## config.mk

```make
export PLATFORM = sky130hd
export DESIGN_NAME = fifo_reader
export DESIGN_NICKNAME = d
export VERILOG_FILES = /design/src/rtl/fifo_reader.sv
export SDC_FILE = /design/constraint.sdc
export NUM_CORES = 1
export LEC_CHECK = 0
export CORE_MARGIN = 2
export CORE_UTILIZATION = 53
export CTS_BUF_LIST = sky130_fd_sc_hd__clkbuf_8 sky130_fd_sc_hd__clkbuf_16
export CTS_CLUSTER_SIZE = 30
export DETAILED_ROUTE_END_ITERATION = 12
export HOLD_SLACK_MARGIN = 0.08
export PLACE_DENSITY_LB_ADDON = 0.25
export SYNTH_ARGS = -nofsm -noshare
export SYNTH_HDL_FRONTEND = slang
export SYNTH_SLANG_ARGS = --single-unit
```

## constraint.sdc

```tcl
create_clock -name clk -period 3 [get_ports clk]
set_clock_uncertainty 0.1 [all_clocks]
set_input_delay 0.3 -clock clk [delete_from_list [all_inputs] [get_ports clk]]
set_output_delay 0.3 -clock clk [all_outputs]
set_load 0.02 [all_outputs]
```

## src/rtl/fifo_reader.sv

```systemverilog
// FIFO-to-stream reader: pulls words from a synchronous-read FIFO
// into a 2-entry skid buffer and presents them on a valid/ready stream.
module fifo_reader #(
    parameter int DATA_WIDTH = 16,
    parameter int CNT_WIDTH  = 16
) (
    input  logic                  clk,
    input  logic                  reset_n,
    input  logic                  enable,
    input  logic                  flush,
    input  logic                  empty,
    input  logic                  underflow,
    input  logic [DATA_WIDTH-1:0] data_out,
    output logic                  read_en,
    output logic                  m_valid,
    input  logic                  m_ready,
    output logic [DATA_WIDTH-1:0] m_data,
    output logic                  busy,
    output logic [CNT_WIDTH-1:0]  xfer_count,
    output logic                  underflow_err
);

    typedef enum logic [1:0] {
        IDLE,
        RUN,
        DRAIN
    } state_t;

    state_t state, state_nxt;

    logic [DATA_WIDTH-1:0] buf0, buf1;
    logic                  rd_ptr, wr_ptr;
    logic [1:0]            count;
    logic                  in_flight;
    logic                  pop, push;
    logic [2:0]            occ;

    assign m_valid = (count != 2'd0);
    assign m_data  = rd_ptr ? buf1 : buf0;
    assign busy    = (state != IDLE);

    assign pop  = m_valid & m_ready & ~flush;
    assign push = in_flight & ~flush;

    // Slots claimed if a read is issued now, net of a same-cycle pop
    assign occ = {1'b0, count} + {2'b00, in_flight} + 3'd1 - {2'b00, pop};

    assign read_en = (state == RUN) & ~empty & ~flush & (occ <= 3'd2);

    always_comb begin
        state_nxt = state;
        if (flush) begin
            state_nxt = IDLE;
        end else begin
            unique case (state)
                IDLE: if (enable) state_nxt = RUN;
                RUN: if (!enable) state_nxt = DRAIN;
                DRAIN: begin
                    if (enable)
                        state_nxt = RUN;
                    else if (count == 2'd0 && !in_flight)
                        state_nxt = IDLE;
                end
                default: state_nxt = IDLE;
            endcase
        end
    end

    always_ff @(posedge clk or negedge reset_n) begin
        if (!reset_n) begin
            state     <= IDLE;
            in_flight <= 1'b0;
        end else begin
            state     <= state_nxt;
            in_flight <= read_en;
        end
    end

    always_ff @(posedge clk or negedge reset_n) begin
        if (!reset_n) begin
            buf0   <= '0;
            buf1   <= '0;
            rd_ptr <= 1'b0;
            wr_ptr <= 1'b0;
            count  <= 2'd0;
        end else if (flush) begin
            rd_ptr <= 1'b0;
            wr_ptr <= 1'b0;
            count  <= 2'd0;
        end else begin
            if (push) begin
                if (wr_ptr) buf1 <= data_out;
                else        buf0 <= data_out;
                wr_ptr <= ~wr_ptr;
            end
            if (pop)
                rd_ptr <= ~rd_ptr;
            count <= count + {1'b0, push} - {1'b0, pop};
        end
    end

    always_ff @(posedge clk or negedge reset_n) begin
        if (!reset_n) begin
            xfer_count    <= '0;
            underflow_err <= 1'b0;
        end else begin
            if (pop)
                xfer_count <= xfer_count + CNT_WIDTH'(1);
            if (underflow)
                underflow_err <= 1'b1;
        end
    end

endmodule
```

# Word-level counts from Yosys, hierarchy flattened
# Index checks and enable logic that the tools add are counted.
word_totals:
  out_inout_bits: 36
  register_bits: 56
  elab_cells: 54
  in_bits: 23
op_classes:
  mux: 12
  n_reduce_logical: 11
  eq_ne: 5
  n_bitwise: 10
  addsub: 6
  order_cmp: 1
ops:
  columns: ["cell", "count"]
  rows:
  - ["16-bit by 1-bit adder with 16-bit output (second input constant)", 1]
  - ["16-bit 2-to-1 mux", 1]
  - ["2-bit 2-to-1 mux", 6]
  - ["3-bit AND reduction", 3]
  - ["2-bit nonzero test", 4]
  - ["1-bit AND", 6]
  - ["3-bit inequality test (second input constant)", 2]
  - ["2-bit one-hot mux with 3 select lines", 1]
  - ["2-bit logical NOT", 2]
  - ["1-bit 2-to-1 mux", 4]
  - ["4-bit inequality test (second input constant)", 1]
  - ["1-bit inverter", 4]
  - ["2-bit by 1-bit adder with 3-bit output", 1]
  - ["3-bit by 1-bit adder with 3-bit output (second input constant)", 1]
  - ["3-bit by 2-bit <= comparator with 1-bit output (second input constant)", 1]
  - ["3-bit by 1-bit subtractor with 3-bit output", 1]
  - ["2-bit by 1-bit adder with 2-bit output", 1]
  - ["2-bit by 1-bit == test with 1-bit output (second input constant)", 1]
  - ["2-bit == test (second input constant)", 1]
  - ["2-bit by 1-bit subtractor with 2-bit output", 1]
  - ["1-bit logical AND", 1]
  - ["1-bit logical NOT", 1]

# Depth between registers and ports, before layout
logic_depth:
  depth_word: 6
  depth_mapped: 9
  ltp_nobuf: 9

# Least setup slack after synthesis
# No wires, ideal clock.
synth_path:
  kind: "register -> output"
  startpoint: "register count[0]"
  endpoint: "output read_en"
  slack_ns: 0.375
  n_path_buf: 0
  arrival_time_ns: 2.225
  required_time_ns: 2.600
  stages_incl_launch_ff: 8
  cell_sequence: "dfrtp_1 o21ai_4 or2_4 fa_1 ha_1 nor2_1 a21oi_1 nor4_1"
synth_via:
  elab_chain_len: 6
  elab_cells_between_ends: 8
  cone_classes: "3 x add/sub; 1 x order compare; 3 x bitwise; 1 x reduce/logical"
synth_rtl:
  columns: ["item", "line_no", "text"]
  rows:
  - ["start, declared", "33", "logic [1:0] count;"]
  - ["start signal, assigned", "98", "count <= count + {1'b0, push} - {1'b0, pop};"]
  - ["branches (longest 3 deep; another with 2-bit by 1-bit adder with 3-bit output)", null, null]
  - ["3-bit by 1-bit subtractor with 3-bit output (*)", "46", "assign occ = {1'b0, count} + {2'b00, in_flight} + 3'd1 - {2'b00, pop};"]
  - ["3-bit by 2-bit <= comparator with 1-bit output (*)", "48", "assign read_en = (state == RUN) & ~empty & ~flush & (occ <= 3'd2);"]
  - ["1-bit AND (*)", "48", null]
  - ["end, declared", "14", "output logic read_en,"]
# Every way passes the cells marked *.

# Final worst setup path
layout_path:
  startpoint: "input m_ready"
  endpoint: "output read_en"
layout_via:
  elab_chain_len: 5
layout_rtl:
  columns: ["item", "line_no", "text"]
  rows:
  - ["start, declared", "16", "input logic m_ready,"]
  - ["1-bit AND (2 in series)", "42", "assign pop = m_valid & m_ready & ~flush;"]
  - ["3-bit by 1-bit subtractor with 3-bit output", "46", null]
  - ["3-bit by 2-bit <= comparator with 1-bit output", "48", null]
  - ["1-bit AND", "48", null]
# No other way between the ends.

==> metrics.md <==
| Metric | Value |
|---|---|
| Worst hold slack | `0.376 ns` |
| Fraction of registers with async set/reset | `100%` |
| Netlist cell types | `32` |
| Setup slack, reg-to-reg | `0.95 ns` |
| IO Pins | `59` |
| Final setup viols | `0` |
| Most crowded layer after global routing | `met2` |
| Flip-flop and latch area | `0.00140 mm2` |
| Row cnt | `25` |
| CP Max Fanout | `2` |
| Final Cycle Share | `94.1%` |
| Most common cell after layout, fill and taps aside | `clkdlybuf4s50_1` |
| Clock buffer depth | `2` |
| Post-synth EDFFs | `0` |
| Gr usage total | `18.9%` |
| Iter 0 DRT Violations | `88` |
| Register area share after synthesis | `54.6%` |
| Min Tclk post-route | `2.82 ns` |
| Post-layout nets | `278` |
| Post-synthesis cell count | `183` |
| Unrepaired setup endpoints after global routing | `false` |
| Worst hold path depth | `1` |
| Postcts setup bufs | `0` |
| Slew headroom | `49.6%` |
| Crit-path slowest cell | `clkdlybuf4s50_1` |
| Syn. warnings | `0` |
| Met2 usage | `31.2%` |
| Largest net degree at the start of global routing | `35` |
| Skew-Pair Late Insertion Delay | `0.30 ns` |
| Critical Path RT | `2.60 ns` |
| Reg2reg path depth | `7` |
| Flops & latches, synth | `56` |
| Die area | `0.00541 mm2` |
| Worst path cell trace | `clkdlybuf4s50_1 > o21ai_4 > or2_4 > fa_1 > ha_1 > nor2_1 > a21oi_1 > nor4_1 > clkbuf_2` |
| Core ar. | `0.00469 mm2` |
| Diode count | `0` |
| Critical path arrival | `2.42 ns` |
| WS Path Type | `in -> out` |
| Static Leak | `1.55 nW` |
| Most frequent cells in the layout | `clkdlybuf4s50_1, dfrtp_1, mux2_2` |
| Initial antenna violation count | `0` |
| Area of the multi-input gates | `0.00110 mm2` |
| Worst-margin pin slew | `0.757 ns` |
| Synthesized cell area | `0.00257 mm2` |
| FF-to-FF End | `in_flight` |
| Worst min-delay path class | `reg -> reg` |
| GP Congestion | `0.760` |
| Grt ovf | `0` |
| Worst Setup Start Kind | `primary input` |
| Die Height | `73.6 um` |
| GRT met1 Usage | `25.7%` |
| Detailed placement HPWL | `3.26 mm` |
| DR WL/cell | `15.5 um` |
| Layout cells sized above 1 | `30.0%` |
| TritonCTS buffer count | `5` |
| CP endpoint kind | `output pin` |
| Vias in the first global route | `1668` |
| Status | `complete, no violations` |
| Via density | `5.22` |
| Final Max Slew Viols | `0` |
| Peak supply drop | `319 uV` |
| Pwr dens | `567 mW/mm2` |
| Antenna Nets Post-Route | `0` |
| Syn avg cell area | `14.0 um2` |
| DRT Pass-1 Iters | `4` |
| Max incr delay on CP | `0.50 ns` |
| IO buf count | `58` |
| Max-cap viol count | `0` |
| GR Util met3 | `3.84%` |
| Vias | `1587` |
| Dominant synthesized flop cell | `dfrtp_1` |
| Die width | `73.6 um` |
| CTS root buf | `clkbuf_8` |
| CTS H-tree lvls | `2` |
| CTS tree | `done` |
| Area Growth Syn to Fin | `29.2%` |
| Total negative setup slack | `0 ns` |
| Final WL | `4.71 mm` |
| Worst-path clk slew | `0.10 ns` |
| # DRC | `0` |
| Initial Util | `54.7%` |
| FMAX | `354 MHz` |
| Clock sink total | `56` |
| Mapped Nets | `212` |
| Worst r2r src | `count[1]` |
| First-pass GRT wire length | `7.76 mm` |
| Hold Path End | `state[0]` |
| Final Util | `70.6%` |
| Fin. Hold Viols | `0` |
| Hold_sp | `state[1]` |
| Filler cells | `358` |
through the flow:
stage / worst slack, ns / power, W / cell area (um2) / cells
2_1_floorplan: 0.375 / 0.00118 / 2570 / 183
3_3_place_gp: -0.158 / 0.00141 / 3200 / 295
3_5_place_dp: -0.246 / 0.00142 / 3200 / 295
4_1_cts: 0.0190 / 0.00190 / 3320 / 304
5_1_grt: 0.0226 / 0.00197 / 3310 / 304
6_report: 0.177 / 0.00188 / 3310 / 304
layout make-up:
class,instances,area share [%]
Tap cell,54,2.04
Clock inverter,3,1.17
Timing Repair Buffer,64,18.6
Multi-Input combinational cell,117,33.2
Sequential cell,56,42.3
Clock buffer,5,2.08
Inverter,5,0.566
registers in the layout, indices dropped and copies added, names as in the netlist:
| register | count |
|---|---|
| in_flight | 1 |
| buf0 | 16 |
| count | 2 |
| underflow_err | 1 |
| state | 2 |
| buf1 | 16 |
| wr_ptr | 1 |
| xfer_count | 16 |
| rd_ptr | 1 |
report_power, final:
group          switching (W)  internal [W]
Clock               0.000233      0.000245
Sequential         0.0000541      0.000844
Combinational       0.000216      0.000289
critical path: cells and delay by family:
kind | cells | cell delay (ns)
and+or+nand+nor | 3 | 0.63
buffers and inverters | 2 | 0.74
AOI/OAI and AO/OA | 2 | 0.14
adders and majority gates | 2 | 0.62
per-layer routing:
layer	wire length, um	vias up	part of all wire, %
met5	0	-	0
met4	46	0	0.98
met3	226	5	4.8
met2	2210	41	47
met1	2230	771	47
li1	-	770	-
Yosys cell counts (all sizes together) (4+ instances only):
cell,count,area share (%)
dfrtp,56,55
mux2,49,22
xnor2,14,4.8
nor2,7,1.3
ha,5,2.4
inv,5,0.73
nand2,5,0.73
nand3,5,0.97
xor2,5,1.7
and3,4,0.97
buf,4,1.3
nand4,4,0.97
or2,4,1.1
logic make-up after synthesis:
kind of cell	Yosys count	share of synthesized area, %
flip-flops	56	54.6
multiplexers	49	21.6
AND/OR/NAND/NOR	38	9.90
XOR/XNOR	19	6.48
buffers and inverters	10	2.53
adder cells (fa/ha/maj)	6	3.22
AO/OA/AOI/OAI	5	1.61
timing repair:
item / in CTS / in global routing
hold buffers: 1 / 0
endpoints found under the hold margin: 33 / 0
resized for setup: 1 / 4
endpoints found under the setup margin: 1 / 1
pin swaps: 0 / 0
how the worst max path moves through the flow:
stage              from  cells after the start      end  slack (ns)
2_1_floorplan  count[0]                      7  read_en        0.38
3_3_place_gp    m_ready                      9  read_en       -0.16
3_5_place_dp    m_ready                      9  read_en       -0.25
4_1_cts        count[0]                      8  read_en        0.02
5_1_grt         m_ready                      9  read_en        0.02
6_report        m_ready                      9  read_en        0.18
Note: power is estimated with default switching activity, not from simulation.
